$ cat src/rtl/fetch_pkg.sv
// Shared fetch-stage types and constants: FSM state encoding, instruction size, reset NOP.
package fetch_pkg;

  localparam int          INSTR_BYTES = 4;
  localparam logic [31:0] NOP_INSTR   = 32'h0000_0013;

  typedef enum logic [1:0] {
    S_IDLE,
    S_REQ,
    S_WAIT,
    S_HOLD
  } fetch_state_t;

endpackage

$ cat src/rtl/pc_next_sel.sv
// Next-PC priority mux (jump > branch > PC+4), redirect targets forced word-aligned.
// Purely combinational, zero latency, no flow control.
module pc_next_sel
  import fetch_pkg::*;
#(
  parameter int XLEN = 32
) (
  input  logic [XLEN-1:0] i_pc,
  input  logic            i_jump_en,
  input  logic [XLEN-1:0] i_jump_target,
  input  logic            i_branch_taken,
  input  logic [XLEN-1:0] i_pcimm,
  output logic            o_redirect,
  output logic [XLEN-1:0] o_next_pc
);

  logic [XLEN-1:0] w_pc_seq;

  // Natural wrap of the adder gives PC+4 modulo 2^XLEN
  assign w_pc_seq   = i_pc + XLEN'(INSTR_BYTES);
  assign o_redirect = i_jump_en | i_branch_taken;

  always_comb begin
    o_next_pc = w_pc_seq;
    if (i_jump_en) begin
      o_next_pc = {i_jump_target[XLEN-1:2], 2'b00};
    end else if (i_branch_taken) begin
      o_next_pc = {i_pcimm[XLEN-1:2], 2'b00};
    end
  end

endmodule

$ cat src/rtl/pc_fetch_unit.sv
// Fetch stage: PC register, single-outstanding imem handshake, output register to decode.
// Zero-wait memory gives request in N, if_valid in N+2; if_ready=0 or stall holds output and issues no request.
module pc_fetch_unit
  import fetch_pkg::*;
#(
  parameter int              XLEN     = 32,
  parameter logic [XLEN-1:0] RESET_PC = '0
) (
  input  logic            clk,
  input  logic            reset,
  output logic [XLEN-1:0] PC,
  input  logic            branch_taken,
  input  logic [XLEN-1:0] PCimm,
  input  logic            jump_en,
  input  logic [XLEN-1:0] jump_target,
  input  logic            stall,
  output logic            imem_req,
  output logic [XLEN-1:0] imem_addr,
  input  logic            imem_ready,
  input  logic            imem_valid,
  input  logic [XLEN-1:0] imem_rdata,
  output logic            if_valid,
  output logic [XLEN-1:0] if_pc,
  output logic [XLEN-1:0] if_instr,
  input  logic            if_ready
);

  fetch_state_t    r_state,    w_state_nxt;
  logic [XLEN-1:0] r_pc,       w_pc_nxt;
  logic [XLEN-1:0] r_req_pc,   w_req_pc_nxt;
  logic            r_kill,     w_kill_nxt;
  logic            r_if_valid, w_if_valid_nxt;
  logic [XLEN-1:0] r_if_pc,    w_if_pc_nxt;
  logic [XLEN-1:0] r_if_instr, w_if_instr_nxt;

  logic            w_redirect;
  logic [XLEN-1:0] w_next_pc;
  logic            w_imem_req;
  logic            w_accept;

  pc_next_sel #(.XLEN(XLEN)) u_pc_next_sel (
    .i_pc           (r_pc),
    .i_jump_en      (jump_en),
    .i_jump_target  (jump_target),
    .i_branch_taken (branch_taken),
    .i_pcimm        (PCimm),
    .o_redirect     (w_redirect),
    .o_next_pc      (w_next_pc)
  );

  assign w_imem_req = (r_state == S_REQ) && !stall;
  assign w_accept   = w_imem_req && imem_ready;

  always_comb begin
    w_state_nxt    = r_state;
    w_pc_nxt       = r_pc;
    w_req_pc_nxt   = r_req_pc;
    w_kill_nxt     = r_kill;
    w_if_valid_nxt = r_if_valid;
    w_if_pc_nxt    = r_if_pc;
    w_if_instr_nxt = r_if_instr;

    case (r_state)
      S_IDLE: begin
        w_state_nxt = S_REQ;
        if (w_redirect) w_pc_nxt = w_next_pc;
      end
      S_REQ: begin
        if (w_accept) begin
          // A redirect in the accept cycle leaves a stale request in flight
          w_req_pc_nxt = r_pc;
          w_pc_nxt     = w_next_pc;
          w_kill_nxt   = w_redirect;
          w_state_nxt  = S_WAIT;
        end else if (w_redirect) begin
          w_pc_nxt = w_next_pc;
        end
      end
      S_WAIT: begin
        if (w_redirect) w_pc_nxt = w_next_pc;
        if (imem_valid) begin
          if (r_kill || w_redirect) begin
            w_kill_nxt  = 1'b0;
            w_state_nxt = S_REQ;
          end else begin
            w_if_valid_nxt = 1'b1;
            w_if_pc_nxt    = r_req_pc;
            w_if_instr_nxt = imem_rdata;
            w_state_nxt    = S_HOLD;
          end
        end else if (w_redirect) begin
          w_kill_nxt = 1'b1;
        end
      end
      S_HOLD: begin
        if (w_redirect) begin
          w_pc_nxt       = w_next_pc;
          w_if_valid_nxt = 1'b0;
          w_state_nxt    = S_REQ;
        end else if (r_if_valid) begin
          if (if_ready) begin
            w_if_valid_nxt = 1'b0;
            w_state_nxt    = stall ? S_HOLD : S_REQ;
          end
        end else if (!stall) begin
          w_state_nxt = S_REQ;
        end
      end
      default: w_state_nxt = S_IDLE;
    endcase
  end

  always_ff @(posedge clk or posedge reset) begin
    if (reset) begin
      r_state    <= S_IDLE;
      r_pc       <= RESET_PC;
      r_req_pc   <= RESET_PC;
      r_kill     <= 1'b0;
      r_if_valid <= 1'b0;
      r_if_pc    <= '0;
      r_if_instr <= XLEN'(NOP_INSTR);
    end else begin
      r_state    <= w_state_nxt;
      r_pc       <= w_pc_nxt;
      r_req_pc   <= w_req_pc_nxt;
      r_kill     <= w_kill_nxt;
      r_if_valid <= w_if_valid_nxt;
      r_if_pc    <= w_if_pc_nxt;
      r_if_instr <= w_if_instr_nxt;
    end
  end

  assign PC        = r_pc;
  assign imem_addr = r_pc;
  assign imem_req  = w_imem_req;
  assign if_valid  = r_if_valid;
  assign if_pc     = r_if_pc;
  assign if_instr  = r_if_instr;

endmodule

$ cat config.mk
export PLATFORM = sky130hd
export DESIGN_NAME = pc_fetch_unit
export DESIGN_NICKNAME = d
export VERILOG_FILES = /design/src/rtl/fetch_pkg.sv /design/src/rtl/pc_next_sel.sv /design/src/rtl/pc_fetch_unit.sv
export SDC_FILE = /design/constraint.sdc
export NUM_CORES = 1
export LEC_CHECK = 0
export BUFFER_PORTS_ARGS = -buffer_cell sky130_fd_sc_hd__buf_4
export CELL_PAD_IN_SITES_DETAIL_PLACEMENT = 1
export CELL_PAD_IN_SITES_GLOBAL_PLACEMENT = 2
export CORE_MARGIN = 8
export CORE_UTILIZATION = 30
export DETAILED_ROUTE_END_ITERATION = 8
export GPL_TIMING_DRIVEN = 0
export PLACE_DENSITY_LB_ADDON = 0.1
export REMOVE_ABC_BUFFERS = 1
export SLEW_MARGIN = 5
export SYNTH_ARGS = -nofsm -noshare
export SYNTH_HDL_FRONTEND = slang
export SYNTH_SLANG_ARGS = --single-unit
$ cat constraint.sdc
create_clock -name clk -period 5.2 [get_ports clk]
set_input_delay 0.52 -clock clk [delete_from_list [all_inputs] [get_ports clk]]
set_output_delay 0.52 -clock clk [all_outputs]
set_load 0.05 [all_outputs]
# Word-level counts from Yosys, hierarchy flattened
# Cells that the tools add are included.
[op_classes]
n_addsub = 1
multipliers = 0
div_mod_pow = 0
order_cmp = 0
eq_ne = 10
shifts = 0
muxes = 25
bitwise = 2
n_reduce_logical = 13
[ops]
columns = ["op", "count"]
rows = [
  ["$mux 32", 4],
  ["$pmux 32 s2", 1],
  ["$add 32x3->32 const B", 1],
  ["$mux 2", 8],
  ["$mux 1", 9],
  ["$ne 4x4->1 const B", 2],
  ["$pmux 2 s4", 1],
  ["$reduce_and 4->1", 2],
  ["$ne 2x2->1 const B", 3],
  ["$ne 3x3->1 const B", 2],
  ["$reduce_and 3->1", 2],
  ["$eq 2x2->1 const B", 2],
  ["$pmux 1 s2", 2],
  ["$reduce_bool 2->1", 2],
  ["$reduce_or 3->1", 1],
  ["$eq 2x1->1 const B", 1],
  ["$logic_and 1x1->1", 2],
  ["$logic_not 2->1", 1],
  ["$reduce_and 2->1", 1],
  ["$logic_not 1->1", 1],
  ["$logic_or 1x1->1", 1],
  ["$not 1->1", 1],
  ["$or 1x1->1", 1],
]
[word_totals]
ff_bits = 132
latchBits = 0
ram_bits = 0
rom_bits = 0
n_memories = 0

# Depth between registers and ports, before layout
[logic_depth]
ltp_word = 6
mapped_depth = 7
depth_no_buf = 6

# Modules after synthesis
# From an unflattened synthesis, not the netlist that was laid out.
[unflattened]
hier_cells = 505
hier_area_um2 = 6361.1
[modules_own_cells]
columns = ["mod", "instances", "cells_each", "area_each_um2", "seq_area_each_um2"]
rows = [
  ["pc_fetch_unit", 1, 329, 5251.3, 3306.9],
  ["pc_next_sel", 1, 176, 1109.8, 0.0],
]

# Worst setup path after synthesis
# No wires, ideal clock.
[synth_path]
path_kind = "register to register"
from = "register r_pc[2] (netlist: PC[2])"
to = "register r_pc[26] (netlist: PC[26])"
setup_time_ns = 0.099
arrival_ns = 2.167
t_required_ns = 5.101
slack_ns = 2.934
stages_incl_launch_ff = 7
period_less_slack_ns = 2.266
cell_sequence = "dfrtp_1 ha_1 nand2_1 or4_4 o31ai_2 a21oi_1 a311oi_1"
[synth_via]
elab_chain_len = 6
[synth_rtl]
columns = ["element", "line", "text"]
rows = [
  ["from (decl)", "pc_fetch_unit.sv:29", "logic [XLEN-1:0] r_pc, w_pc_nxt;"],
  ["from (signal assigned)", "pc_fetch_unit.sv:124", "r_pc <= w_pc_nxt;"],
  ["$add 32x3->32 (*)", "pc_next_sel.sv:20", "assign w_pc_seq = i_pc + XLEN'(INSTR_BYTES);"],
  ["$mux 32 (*)", "pc_next_sel.sv:27", "end else if (i_branch_taken) begin"],
  ["$mux 32 (*)", "pc_next_sel.sv:25", "if (i_jump_en) begin"],
  ["$mux 32", "n/a", ""],
  ["$mux 32", "pc_fetch_unit.sv:69", "if (w_accept) begin"],
  ["$pmux 32 s2 (*)", "pc_fetch_unit.sv:63", "case (r_state)"],
  ["net w_pc_nxt[26]", "pc_fetch_unit.sv:29", ""],
]
# Mark *: on every way through the listed nets, which the timed path passes. The rest lies on a longest branch.
# A chain may end at the register's enable or synchronous reset.

# Final worst setup path
[layout_path]
from = "register r_state[0]"
to = "register r_pc[20] (netlist: PC[20])"
[layout_via]
elab_chain_len = 5
[layout_rtl]
columns = ["element", "line", "text"]
rows = [
  ["from (decl)", "pc_fetch_unit.sv:28", "fetch_state_t r_state, w_state_nxt;"],
  ["from (signal assigned)", "pc_fetch_unit.sv:123", "r_state <= w_state_nxt;"],
  ["$eq 2x1->1", "pc_fetch_unit.sv:51, pc_fetch_unit.sv:63", ""],
  ["$logic_and 1x1->1", "pc_fetch_unit.sv:51", "assign w_imem_req = (r_state == S_REQ) && !stall;"],
  ["$logic_and 1x1->1", "pc_fetch_unit.sv:52", "assign w_accept = w_imem_req && imem_ready;"],
  ["$mux 32", "pc_fetch_unit.sv:69", ""],
  ["$pmux 32 s2 (*)", "pc_fetch_unit.sv:63", ""],
  ["net w_pc_nxt[20]", "pc_fetch_unit.sv:29", ""],
]
# Marks and branches as above.

==> summary.txt <==
Power and ir drop
  • Pint: 2.14 mW
  • Leak pwr: 4.38 nW
  • Switching pwr: 1.11 mW
  • Clk pwr share: a little under two fifths
  • Switching Fraction: between 30% and 40%
  • Maximum vdd drop: 0.212 mV
  • Seq pwr share: slightly below 40%
  • Logic gate share of total power: 23.6%
  • Cell Pwr Density: 371 nW/um^2

Drt
  • Avg WL per Cell: 20.1 um
  • Via count: 5289
  • Via/cell ratio: 4.90
  • Antenna Nets Post-Route: 0
  • First DRT Iteration DRCs: roughly 200
  • Post-Route WL: approximately 22000 um
  • DRC errors left: 0
  • Detailed Routing Iterations Pass 1: 4

Worst setup path
  • Worst path cell trace: nor4bb_4, buf_8, buf_8, nor2_1, o31a_1, a211oi_1
  • Worst Path Max Fanout: 13
  • Reg2Reg Depth: 6
  • Crit-path slowest cell: nor4bb_4
  • Delay of the slowest cell on the worst path: approximately 820 ps
  • WP data arrival: 3060 ps
  • Flop2flop setup slack: 2460 ps
  • Worst Setup Start Kind: flop
  • Crit end category: flop
  • Worst path most repeated cell: buf_8
  • Critical Path RT: 5530 ps
  • Reg2Reg Capture Point: PC[20]
  • Worst r2r src: r_state[0]
  • Crit Path Class: reg2reg

Layout
  • Count of nets after finishing: between 800 and 900
  • Ant. Diodes: 0
  • Fillers: 2357
  • P&R area growth vs syn: 38.5%
  • Multi-input gate area: 2640 sq um
  • Layout cells sized above 1: between 40% and 50%
  • Storage element area: 3310 sq um
  • Final Instance Area: 8740 sq um

Timing
  • RSZ-0062 raised after global routing: false
  • Final Hold Viols: 0
  • Tcrit/Tclk final: 52.6%
  • Period minus WS final: approximately 2700 ps
  • Max Freq: approximately 370 MHz
  • Worst-Margin Slew: 1110 ps
  • Final setup viols: 0
  • Worst Skew: 12.2 ps
  • Rel. slew slack: between 20 and 30%
  • Setup_tns: 0 ps
  • Final WS setup: 2460 ps
  • Max-slew violation count: 0

Die
  • Die W: 161 um
  • Initial Util: 30.3%
  • Io pins: 234
  • DIE AREA: 25900 sq um
  • Core area: 20800 sq um
  • Chip Height: 161 um
  • Num rows: 53

GRT
  • Global route overflow: 0
  • Initial antenna violation count: 0
  • GRT Total Usage: 16.7%
  • First-pass GRT wire length: 34300 um
  • Vias in the first global route: 5900
  • Largest net degree at the start of global routing: 83

Place
  • Post-place setup slack: 2200 ps
  • Port bufs: 229
  • GP Congestion: around 0.72
  • Detailed Place HPWL: 15600 um
  • Placed Area: 8140 sq um

Logic synthesis
  • Synth warnings: 0
  • Distinct cells, synth: 56
  • Count leader, synth: nand2_1
  • Mapped Cells: just over 600
  • EDFF count, synth: 0
  • Register area share after synthesis: 52.4%
  • Synthesized area per cell: 10.4 sq um
  • Leading area contributor after synthesis: dfrtp_1
  • Post-Syn Area: between 6000 and 7000 sq um
  • Ys async rst share: 100%
  • Commonest cells post-synth: nand2_1, dfrtp_1, mux2_2
  • Main area contributors after synthesis: dfrtp_1, mux2_2, nand2_1
  • Post-synth top area share: 51.2%
  • Ys flop type: dfrtp_1
  • Number of synthesized register bits: roughly 130

Status
  • Status: completed

Clock network
  • CTS resizes: 0
  • Max clock buf depth: 2
  • Clk_lat worst skew: 430 ps
  • CTS Sinks: around 130
  • H-tree levels: 4
  • Clock-pin slew on the worst setup and hold paths: 60 ps
  • Number of buffers created by CTS: 17
  • # hold bufs at CTS: 0
  • CTS tree: yes
  • Post-CTS Setup Bufs: 0
  • Root Driver: clkbuf_16

Hold path
  • Worst hold path type: in2async

Run
  • Number of max-cap violations: 0
-- how the worst max path moves through the flow --
| stage | startpoint | end | slack [ps] | cells past startpoint |
|---|---|---|---|---|
| 2_1_floorplan | stall | PC[20] | -70 | 4 |
| 3_3_place_gp | imem_ready | PC[20] | -5230 | 5 |
| 3_5_place_dp | branch_taken | PC[11] | 2200 | 6 |
| 4_1_cts | PC[8] | PC[31] | 2240 | 5 |
| 5_1_grt | r_state[0] | PC[20] | 2260 | 6 |
| 6_report | r_state[0] | PC[20] | 2460 | 6 |
-- per-layer routing --
metal  track usage, %  up-vias  wire length (um)
li1                 -     2463                 -
met1             20.5     2634              9370
met5                0        -                 0
met2             27.2      178             10400
met4             4.21        0               173
met3             6.41       14              1680
-- per-stage QoR --
stage	hold slack [ps]	total power, mW	utilization (%)	instances
floorplan	443	1.73	-	538
global placement	454	2.02	38.3	1042
detailed placement	467	2.05	39.1	1048
CTS	146	3.29	41.9	1080
global route	160	3.40	42.0	1080
finish	141	3.24	42.0	1080
-- critical path, delay by kind of cell, from the launching register on --
family / cells / cell delay [ps]
AND/OR/NAND/NOR: 2 / 1060
AO/OA/AOI/OAI: 2 / 580
flip-flops: 1 / 570
buffers and inverters: 2 / 410
-- power by group through the flow --
stage / clock, mW / combinational [mW] / sequential [mW]
finish: 1.22 / 0.767 / 1.26
global route: 1.30 / 0.820 / 1.28
CTS: 1.26 / 0.779 / 1.26
detailed placement: 0 / 0.777 / 1.28
global placement: 0 / 0.757 / 1.27
floorplan: 0 / 0.194 / 1.53
-- cells by family (layout without fill, tap and decap cells) --
group,count (synthesis),in the layout,share of synthesized area (%)
buffers and inverters,72,271,6.41
DFF,132,132,52.4
muxes,67,67,11.9
and+or+nand+nor,218,218,16.2
AOI/OAI and AO/OA,98,98,10.4
adders and majority gates,1,1,0.198
xor gates and xnor gates,18,18,2.50
-- state kept, by name, indices dropped and copies added (netlist names) --
signal    flops
PC           32
if_instr     32
if_pc        32
r_req_pc     32
r_state       2
if_valid      1
r_kill        1
-- layout by cell type, fill, tap and decap left out, types with 3 or more instances in the layout --
master     instances
a211oi_1           4
a21oi_1           26
a22oi_1            9
a311oi_1           3
and2_1             4
and3_1             9
and4_1             3
buf_4            229
clkbuf_16         17
dfrtp_1          129
dfstp_2            3
inv_1              3
inv_6              6
mux2_2            64
mux2i_1            3
nand2_1          132
nand3_1           18
nand4_1            5
nor2_1            17
nor3_1             8
o21ai_0           19
o221a_2            3
o221ai_1           5
o31a_1             5
o31ai_1            5
xnor2_1            8
xor2_1            10
-- area by class of cell --
type / instances / share of cell area, %
clock inverters: 13 / 1.70
flip-flops and latches: 132 / 37.8
well taps: 275 / 3.94
multi-input cells: 402 / 30.2
repair buffers: 235 / 21.0
inverters: 4 / 0.229
clock buffers: 19 / 5.07
Note: power is estimated with default switching activity, not from simulation.
